`src/rtl/inst_fetch_unit.sv`:
```
// ---------------------------------------------------------------------------
// inst_fetch_unit
//
// Instruction fetch stage for the RV32IC out-of-order core. Owns the
// architectural fetch PC. It issues halfword-aligned 32-bit fetch requests to
// the instruction cache and holds each returned instruction. It shows the held
// instruction to the decoder and PC predictor. When the instruction queue can
// take it, the unit pushes the instruction, its PC and its predicted next PC.
// A JALR stalls in HOLD until its base operand is available. A ROB flush
// redirects the PC and drops any in-flight or held instruction.
//
// Handshakes:
//   ic_req_out / ic_valid_in : ic_req_out stays high from REQ through WAIT.
//     The cache answers with a single-cycle ic_valid_in pulse.
//   iq_push_out / iq_full_in : iq_push_out is a one-cycle strobe. It is only
//     raised when iq_full_in is low. The queue captures iq_* on the rising
//     edge that ends that cycle.
//
// Ports:
//   clk_in, rst_n_in         clock, async active-low reset
//   rdy_in                   global ready; low freezes every register
//   ic_req_out, ic_addr_out  fetch request and address (bit 0 always 0)
//   ic_valid_in, ic_data_in  cache response pulse and 32-bit data
//   cur_pc_out, cur_inst_out held instruction and PC, to decoder/predictor
//   is_jalr_in, is_ctrl_in   decoder classification of held instruction
//   pred_pc_in               predictor next PC for held instruction
//   val1_valid_in            JALR base operand available
//   iq_full_in               instruction queue cannot accept
//   iq_push_out, iq_inst_out, iq_pc_out, iq_pred_pc_out, iq_is_c_out
//                            instruction queue write port
//   flush_in, flush_pc_in    ROB redirect and its target
// ---------------------------------------------------------------------------
module inst_fetch_unit #(
    parameter logic [31:0] RESET_PC = 32'h0000_0000
) (
    input  logic        clk_in,
    input  logic        rst_n_in,
    input  logic        rdy_in,
    output logic        ic_req_out,
    output logic [31:0] ic_addr_out,
    input  logic        ic_valid_in,
    input  logic [31:0] ic_data_in,
    output logic [31:0] cur_pc_out,
    output logic [31:0] cur_inst_out,
    input  logic        is_jalr_in,
    input  logic        is_ctrl_in,
    input  logic [31:0] pred_pc_in,
    input  logic        val1_valid_in,
    input  logic        iq_full_in,
    output logic        iq_push_out,
    output logic [31:0] iq_inst_out,
    output logic [31:0] iq_pc_out,
    output logic [31:0] iq_pred_pc_out,
    output logic        iq_is_c_out,
    input  logic        flush_in,
    input  logic [31:0] flush_pc_in
);

    typedef enum logic [1:0] {
        S_REQ   = 2'd0,
        S_WAIT  = 2'd1,
        S_HOLD  = 2'd2,
        S_DRAIN = 2'd3
    } state_t;

    state_t      state_q, state_d;
    logic [31:0] pc_q;
    logic [31:0] inst_q;
    logic        is_c_q;

    logic        push;
    logic [31:0] next_pc;

    // A push needs queue space and, for JALR, a known base register value.
    // A flush or a frozen pipeline suppresses the push.
    assign push = (state_q == S_HOLD) && rdy_in && !flush_in && !iq_full_in &&
                  (!is_jalr_in || val1_valid_in);

    assign next_pc = is_ctrl_in ? pred_pc_in
                                : (pc_q + (is_c_q ? 32'd2 : 32'd4));

    // State register
    always_ff @(posedge clk_in or negedge rst_n_in) begin
        if (!rst_n_in) begin
            state_q <= S_REQ;
        end else if (rdy_in) begin
            state_q <= state_d;
        end
    end

    // Next-state logic
    always_comb begin
        state_d = state_q;
        if (flush_in) begin
            // A request still in flight must be drained so that its stale
            // response is not taken as the redirect target's instruction.
            if ((state_q == S_WAIT || state_q == S_DRAIN) && !ic_valid_in) begin
                state_d = S_DRAIN;
            end else begin
                state_d = S_REQ;
            end
        end else begin
            case (state_q)
                S_REQ:   state_d = S_WAIT;
                S_WAIT:  state_d = ic_valid_in ? S_HOLD : S_WAIT;
                S_HOLD:  state_d = push ? S_REQ : S_HOLD;
                S_DRAIN: state_d = ic_valid_in ? S_REQ : S_DRAIN;
                default: state_d = S_REQ;
            endcase
        end
    end

    // PC and instruction latches
    always_ff @(posedge clk_in or negedge rst_n_in) begin
        if (!rst_n_in) begin
            pc_q   <= RESET_PC;
            inst_q <= 32'h0;
            is_c_q <= 1'b0;
        end else if (rdy_in) begin
            if (flush_in) begin
                pc_q   <= flush_pc_in;
                inst_q <= 32'h0;
                is_c_q <= 1'b0;
            end else if (state_q == S_WAIT && ic_valid_in) begin
                // Low bits other than 2'b11 mark a 16-bit instruction. Only
                // the low halfword belongs to it.
                if (ic_data_in[1:0] != 2'b11) begin
                    inst_q <= {16'h0, ic_data_in[15:0]};
                    is_c_q <= 1'b1;
                end else begin
                    inst_q <= ic_data_in;
                    is_c_q <= 1'b0;
                end
            end else if (push) begin
                pc_q <= next_pc;
            end
        end
    end

    // Output decode
    always_comb begin
        ic_req_out     = (state_q == S_REQ) || (state_q == S_WAIT);
        ic_addr_out    = {pc_q[31:1], 1'b0};
        cur_pc_out     = pc_q;
        cur_inst_out   = inst_q;
        iq_push_out    = push;
        iq_inst_out    = inst_q;
        iq_pc_out      = pc_q;
        iq_pred_pc_out = next_pc;
        iq_is_c_out    = is_c_q;
    end

endmodule

```
`config.mk`:
```
export PLATFORM = sky130hd
export DESIGN_NAME = inst_fetch_unit
export DESIGN_NICKNAME = d
export VERILOG_FILES = /design/src/rtl/inst_fetch_unit.sv
export SDC_FILE = /design/constraint.sdc
export NUM_CORES = 1
export LEC_CHECK = 0
export BUFFER_PORTS_ARGS = -buffer_cell sky130_fd_sc_hd__buf_4
export CAP_MARGIN = 20
export CELL_PAD_IN_SITES_DETAIL_PLACEMENT = 2
export CELL_PAD_IN_SITES_GLOBAL_PLACEMENT = 2
export CORE_MARGIN = 2
export CORE_UTILIZATION = 25
export DETAILED_ROUTE_END_ITERATION = 8
export GPL_ROUTABILITY_DRIVEN = 0
export GPL_TIMING_DRIVEN = 0
export PLACE_DENSITY_LB_ADDON = 0.12
export SYNTH_ARGS = -nofsm -noshare
export SYNTH_HDL_FRONTEND = slang
export SYNTH_SLANG_ARGS = --single-unit
```
`constraint.sdc`:
```
create_clock -name clk_in -period 6.1 [get_ports clk_in]
set_clock_uncertainty 0.1 [all_clocks]
set_input_delay 1.22 -clock clk_in [delete_from_list [all_inputs] [get_ports clk_in]]
set_output_delay 1.22 -clock clk_in [all_outputs]
set_load 0.01 [all_outputs]
```
Yosys cells after proc, flatten, opt, wreduce, memory -nomap -nowiden
Cells that the tools add are included.
{"block": "totals", "word_cells": 45, "output_inout_bits": 195, "regBits": 67}
{"block": "op_classes", "addsub": 1, "n_reduce_logical": 18, "n_mux": 17, "n_eq_ne": 5}
{"cell": "32-bit 2-to-1 mux", "count": 7}
{"cell": "32-bit by 3-bit adder with 32-bit output", "count": 1}
{"cell": "2-bit 2-to-1 mux", "count": 5}
{"cell": "2-bit case mux with 4 select lines", "count": 1}
{"cell": "1-bit logical AND", "count": 6}
{"cell": "2-bit equality test, second input constant", "count": 2}
{"cell": "1-bit logical NOT", "count": 4}
{"cell": "2-bit != test, second input constant", "count": 2}
{"cell": "2-bit nonzero test", "count": 2}
{"cell": "1-bit logical OR", "count": 3}
{"cell": "1-bit 2-to-1 mux", "count": 3}
{"cell": "3-bit 2-to-1 mux", "count": 1}
{"cell": "3-bit AND reduction", "count": 1}
{"cell": "2-bit by 1-bit equality test with 1-bit output, second input constant", "count": 1}
{"cell": "2-bit logical NOT", "count": 1}
{"cell": "2-bit AND reduction", "count": 1}

Longest topological paths before layout
{"block": "logic_depth", "depth_word": 8, "ltp_mapped": 8, "mapped_depth_nobuf": 8}

Worst setup path before layout
Ideal clock, no wire load.
{"block": "synth_timing", "path_kind": "reg-to-output", "startpoint": "reg is_c_q (netlist: iq_is_c_out)", "endpoint": "out iq_pred_pc_out[27]", "path_buffers": 1, "path_stages_with_launch": 9, "t_required_ps": 4780, "arrival_ps": 2700, "setup_slack_ps": 2080, "cell_sequence": "dfrtp_1 > ha_1 > inv_1 > fa_1 > or4_4 > buf_6 > or4_4 > xnor2_1 > o21ai_0"}
{"block": "synth_between", "elab_chain_len": 3}
{"item": "start: declaration", "line": "69", "source": "logic is_c_q;"}
{"item": "start signal: assignment", "line": "118", "source": "is_c_q <= 1'b0;"}
{"item": "start signal: assignment", "line": "123", "source": "is_c_q <= 1'b0;"}
{"item": "start signal: assignment", "line": "129", "source": "is_c_q <= 1'b1;"}
{"item": "3-bit 2-to-1 mux", "line": "80", "source": ": (pc_q + (is_c_q ? 32'd2 : 32'd4));"}
{"item": "32-bit by 3-bit adder with 32-bit output", "line": "80"}
{"item": "32-bit 2-to-1 mux", "line": "79", "source": "assign next_pc = is_ctrl_in ? pred_pc_in"}
{"item": "end: declaration", "line": "53", "source": "output logic [31:0] iq_pred_pc_out,"}
No other way between the ends.

Worst setup path in the final report
{"block": "layout_timing", "startpoint": "in is_ctrl_in", "endpoint": "out iq_pred_pc_out[9]"}
{"block": "layout_between", "elab_chain_len": 1}
{"item": "start: declaration", "line": "46", "source": "input logic is_ctrl_in,"}
{"item": "32-bit 2-to-1 mux", "line": "79"}
No other way between the ends.

==> flow_summary_export.csv <==
group,metric,value,unit
outcome,status,"complete, no violations",
drt,wl_met1,9210,um
die,die_h,141,um
timing,timing.final.crit_share,81.8,%
global_routing,track_usage,21.8,%
timing,relSlewSlack,31.5,%
cts,holdBufCountCts,0,
critical_path,critPathRequiredTime,4.78,ns
power_and_ir_drop,switchingPower,814,uW
layout,nFillCells,2113,
synth,async_flop_share,100,%
cts,cts_resized,0,
critical_path,end_kind,"output port",
cts,cts_root_buf,"clkbuf_16",
cts,clk_pin_slew,0.06,ns
power_and_ir_drop,p_sw_share,36.8,%
die,die_w,141,um
critical_path,path_cells,"buf_4 -> clkbuf_1 -> clkbuf_1 -> clkbuf_1 -> clkbuf_1 -> nand2_1 -> o21ai_0 -> buf_4",
die,num_rows,50,
global_routing,antenna_found_initial,0,
hold_path,min_from,"cur_inst_out[21]$_DFFE_PN0P_",
critical_path,start_kind,"input port",
timing,hold_violations,0,
critical_path,critPathBufInv,6,
power_and_ir_drop,peakVddDrop,0.000129,V
critical_path,reg2reg_slack,2.89,ns
timing,period_needed,4.99,ns
hold_path,holdPathStages,1,
global_routing,grt_max_degree,68,
critical_path,startpoint,"is_ctrl_in",
layout,fin_nets,960,
synth,yosysTopAreaCellShare,35.5,%
synth,synth.avg_cell_area,8.70,um^2
power_and_ir_drop,clockPowerShare,23.1,%
synth,seq_area_frac_synth,35.5,%
drt,viasPerCell,4.89,
layout,fin_util,40.4,%
power_and_ir_drop,power,2210,uW
critical_path,crit_arrival,3.67,ns
synth,syn_area,4720,um^2
critical_path,r2r_start,"iq_is_c_out$_DFFE_PN0P_",
timing,timing.fmax,200,MHz
critical_path,ff2ff_path_depth,8,
cts,tritoncts,"yes",
synth,synth-edff-count,0,
drt,routedWlPerCell,20.2,um
synth,synthDistinctLibCells,57,
hold_path,holdPathEnd,"cur_inst_out[21]$_DFFE_PN0P_",
critical_path,r2r_end,"cur_pc_out[25]$_DFFE_PN0P_",
synth,synth_top_cell_by_area,"dfrtp_1",
synth,synth_flop_cell,"dfrtp_1",
power_and_ir_drop,p_leak,0.00381,uW
cts,cts_sinks,67,
critical_path,critPathMaxFanout,10,
drt,drcViolationCount,0,
critical_path,max_stage_delay,0.53,ns
hold_path,min_path_type,"reg2reg",
cts,numCtsBuffers,9,
cts,insertion_delay,0.34,ns
drt,met3WireLength,1430,um
drt,wl_met2,11100,um
power_and_ir_drop,p_int,1400,uW
timing,worst_pin_slew,1.02,ns
timing,tns,0,ns
drt,drtIter0Drc,190,
layout,multi_input_comb_area,2140,um^2
die,dieArea,20000,um^2
cts,cts_setup_buffers,0,
synth,syn-num-nets,651,
layout,drive_above_1_share,49.7,%
drt,top_layer,"met4",
drt,antenna_left,0,
power_and_ir_drop,p_comb_share,46.5,%
synth,yosysWarnings,0,
critical_path,worst_path_max_delay_cell,"clkbuf_1",
synth,synth_cells,543,
critical_path,cp_top_family,"buffers and inverters",
power_and_ir_drop,p_per_area,293,nW/um^2
timing,slew_viol_final,0,
layout,n_antenna_cell,0,
critical_path,cp_common_cell,"clkbuf_1",
global_routing,grt-ovfl-total,0,
die,initial_utilization,25.3,%
timing,rsz0062_at_grt,"false",
die,ios,300,
drt,drt_pass1_iterations,4,
drt,dr_total_vias,5334,
layout,seq_area,1680,um^2
drt,routed_wirelength,22000,um
flow_run,drv_cap,0,
global_routing,grt_pass1_wl,33600,um
timing,setup_viol,0,
critical_path,critical_path_class,"in2out",
cts,htreeDepth,3,
global_routing,grt_pass1_vias,5721,
placement,portBuffers,296,
layout,syn_to_final_growth,59.6,%
synth,synth_seq_cells,67,
placement,hpwlAfterDp,17400,um
die,core,18600,um^2
cts,clockBufferDepth,2,
synth,synth_area_leaders,"dfrtp_1 (35%), buf_4 (15%), a22o_1 (5.9%)",
power_and_ir_drop,pwr-share-seq,30.4,%
power groups by stage:
stage | logic (uW) | clock network, uW | registers [uW]
floorplan | 498 | 0 | 663
global placement | 1010 | 0 | 671
detailed placement | 1040 | 0 | 683
CTS | 1050 | 528 | 675
global route | 1120 | 546 | 693
finish | 1030 | 511 | 672
Yosys cell counts, types with 12 or more instances:
library cell,n
nor2_1,27
xnor2_1,16
nand3_1,12
inv_1,15
buf_4,96
a21oi_1,36
a22o_1,32
clkbuf_1,29
dfrtp_1,67
o21ai_0,33
and3_1,13
nand2_1,44
cell families after synthesis:
| logic type | count (synthesis) | share of synthesized area (%) |
|---|---|---|
| compound gates | 157 | 22.9 |
| buf+inv | 143 | 19.2 |
| simple gates | 141 | 15.2 |
| flops | 67 | 35.5 |
| xor+xnor | 21 | 3.89 |
| mux | 10 | 2.25 |
| fa+ha+maj | 3 | 0.954 |
| other cells | 1 | 0.0794 |
through the flow:
step	area [um^2]	instances	setup WS [ns]	hold slack, ns
after global routing	7540	1091	0.927	0.463
after detailed placement	7250	1075	1.10	0.427
after global placement	7240	1073	1.14	0.418
after CTS	7540	1091	1.10	0.444
final	7540	1091	1.11	0.436
after floorplan	4720	543	2.08	0.408
layout make-up:
class	instances	share of cell area, %
plain buffers	128	11.3
clock buffers	11	3.35
clock inverters	5	0.481
inverters	15	0.747
multi-input cells	333	28.4
flip-flops and latches	67	22.2
well taps	234	3.88
repair buffers	298	29.6
cell usage in the layout (no fill, tap or decap), types with 3 or more instances in the layout:
cell / Yosys / routed
o21ai_0: 33 / 33
xor2_1: 5 / 5
a22o_1: 32 / 32
and3_1: 13 / 13
o22ai_1: 7 / 7
nand3_1: 12 / 12
a221o_1: 4 / 4
inv_1: 15 / 15
nor3_1: 7 / 7
a21oi_1: 36 / 36
a21bo_2: 4 / 4
nand2_1: 44 / 44
a22oi_1: 6 / 6
nor4_1: 7 / 7
dfrtp_1: 67 / 67
or3_1: 3 / 3
o31a_1: 7 / 7
buf_2: 1 / 3
nand4_1: 5 / 5
buf_4: 96 / 392
o21a_1: 4 / 4
nor2b_1: 5 / 5
clkinvlp_4: 0 / 3
or4_1: 5 / 5
o311ai_0: 4 / 4
clkbuf_1: 29 / 29
mux2_2: 5 / 5
clkbuf_16: 0 / 9
xnor2_1: 16 / 16
o41ai_1: 3 / 3
nor2_1: 27 / 27
mux2i_1: 5 / 5
o2bb2ai_1: 4 / 4
metal layers:
layer,global-route usage (%),vias to the layer above
met5,0,-
met3,5.37,15
met2,38.8,200
met1,26.9,2636
li1,-,2483
met4,4.21,0
worst max path at each step:
stage | end | slack, ns | cells past startpoint
after detailed placement | iq_pred_pc_out[9] | 1.10 | 8
final | iq_pred_pc_out[9] | 1.11 | 8
after CTS | iq_pred_pc_out[9] | 1.10 | 8
after floorplan | iq_pred_pc_out[27] | 2.08 | 8
after global routing | iq_pred_pc_out[9] | 0.93 | 8
after global placement | iq_pred_pc_out[9] | 1.14 | 8
state kept, by name, indices dropped and copies added, names as in the netlist:
| name | cells |
|---|---|
| cur_inst_out | 32 |
| cur_pc_out | 32 |
| iq_is_c_out | 1 |
| state_q | 2 |
Note: power is estimated with default switching activity, not from simulation.
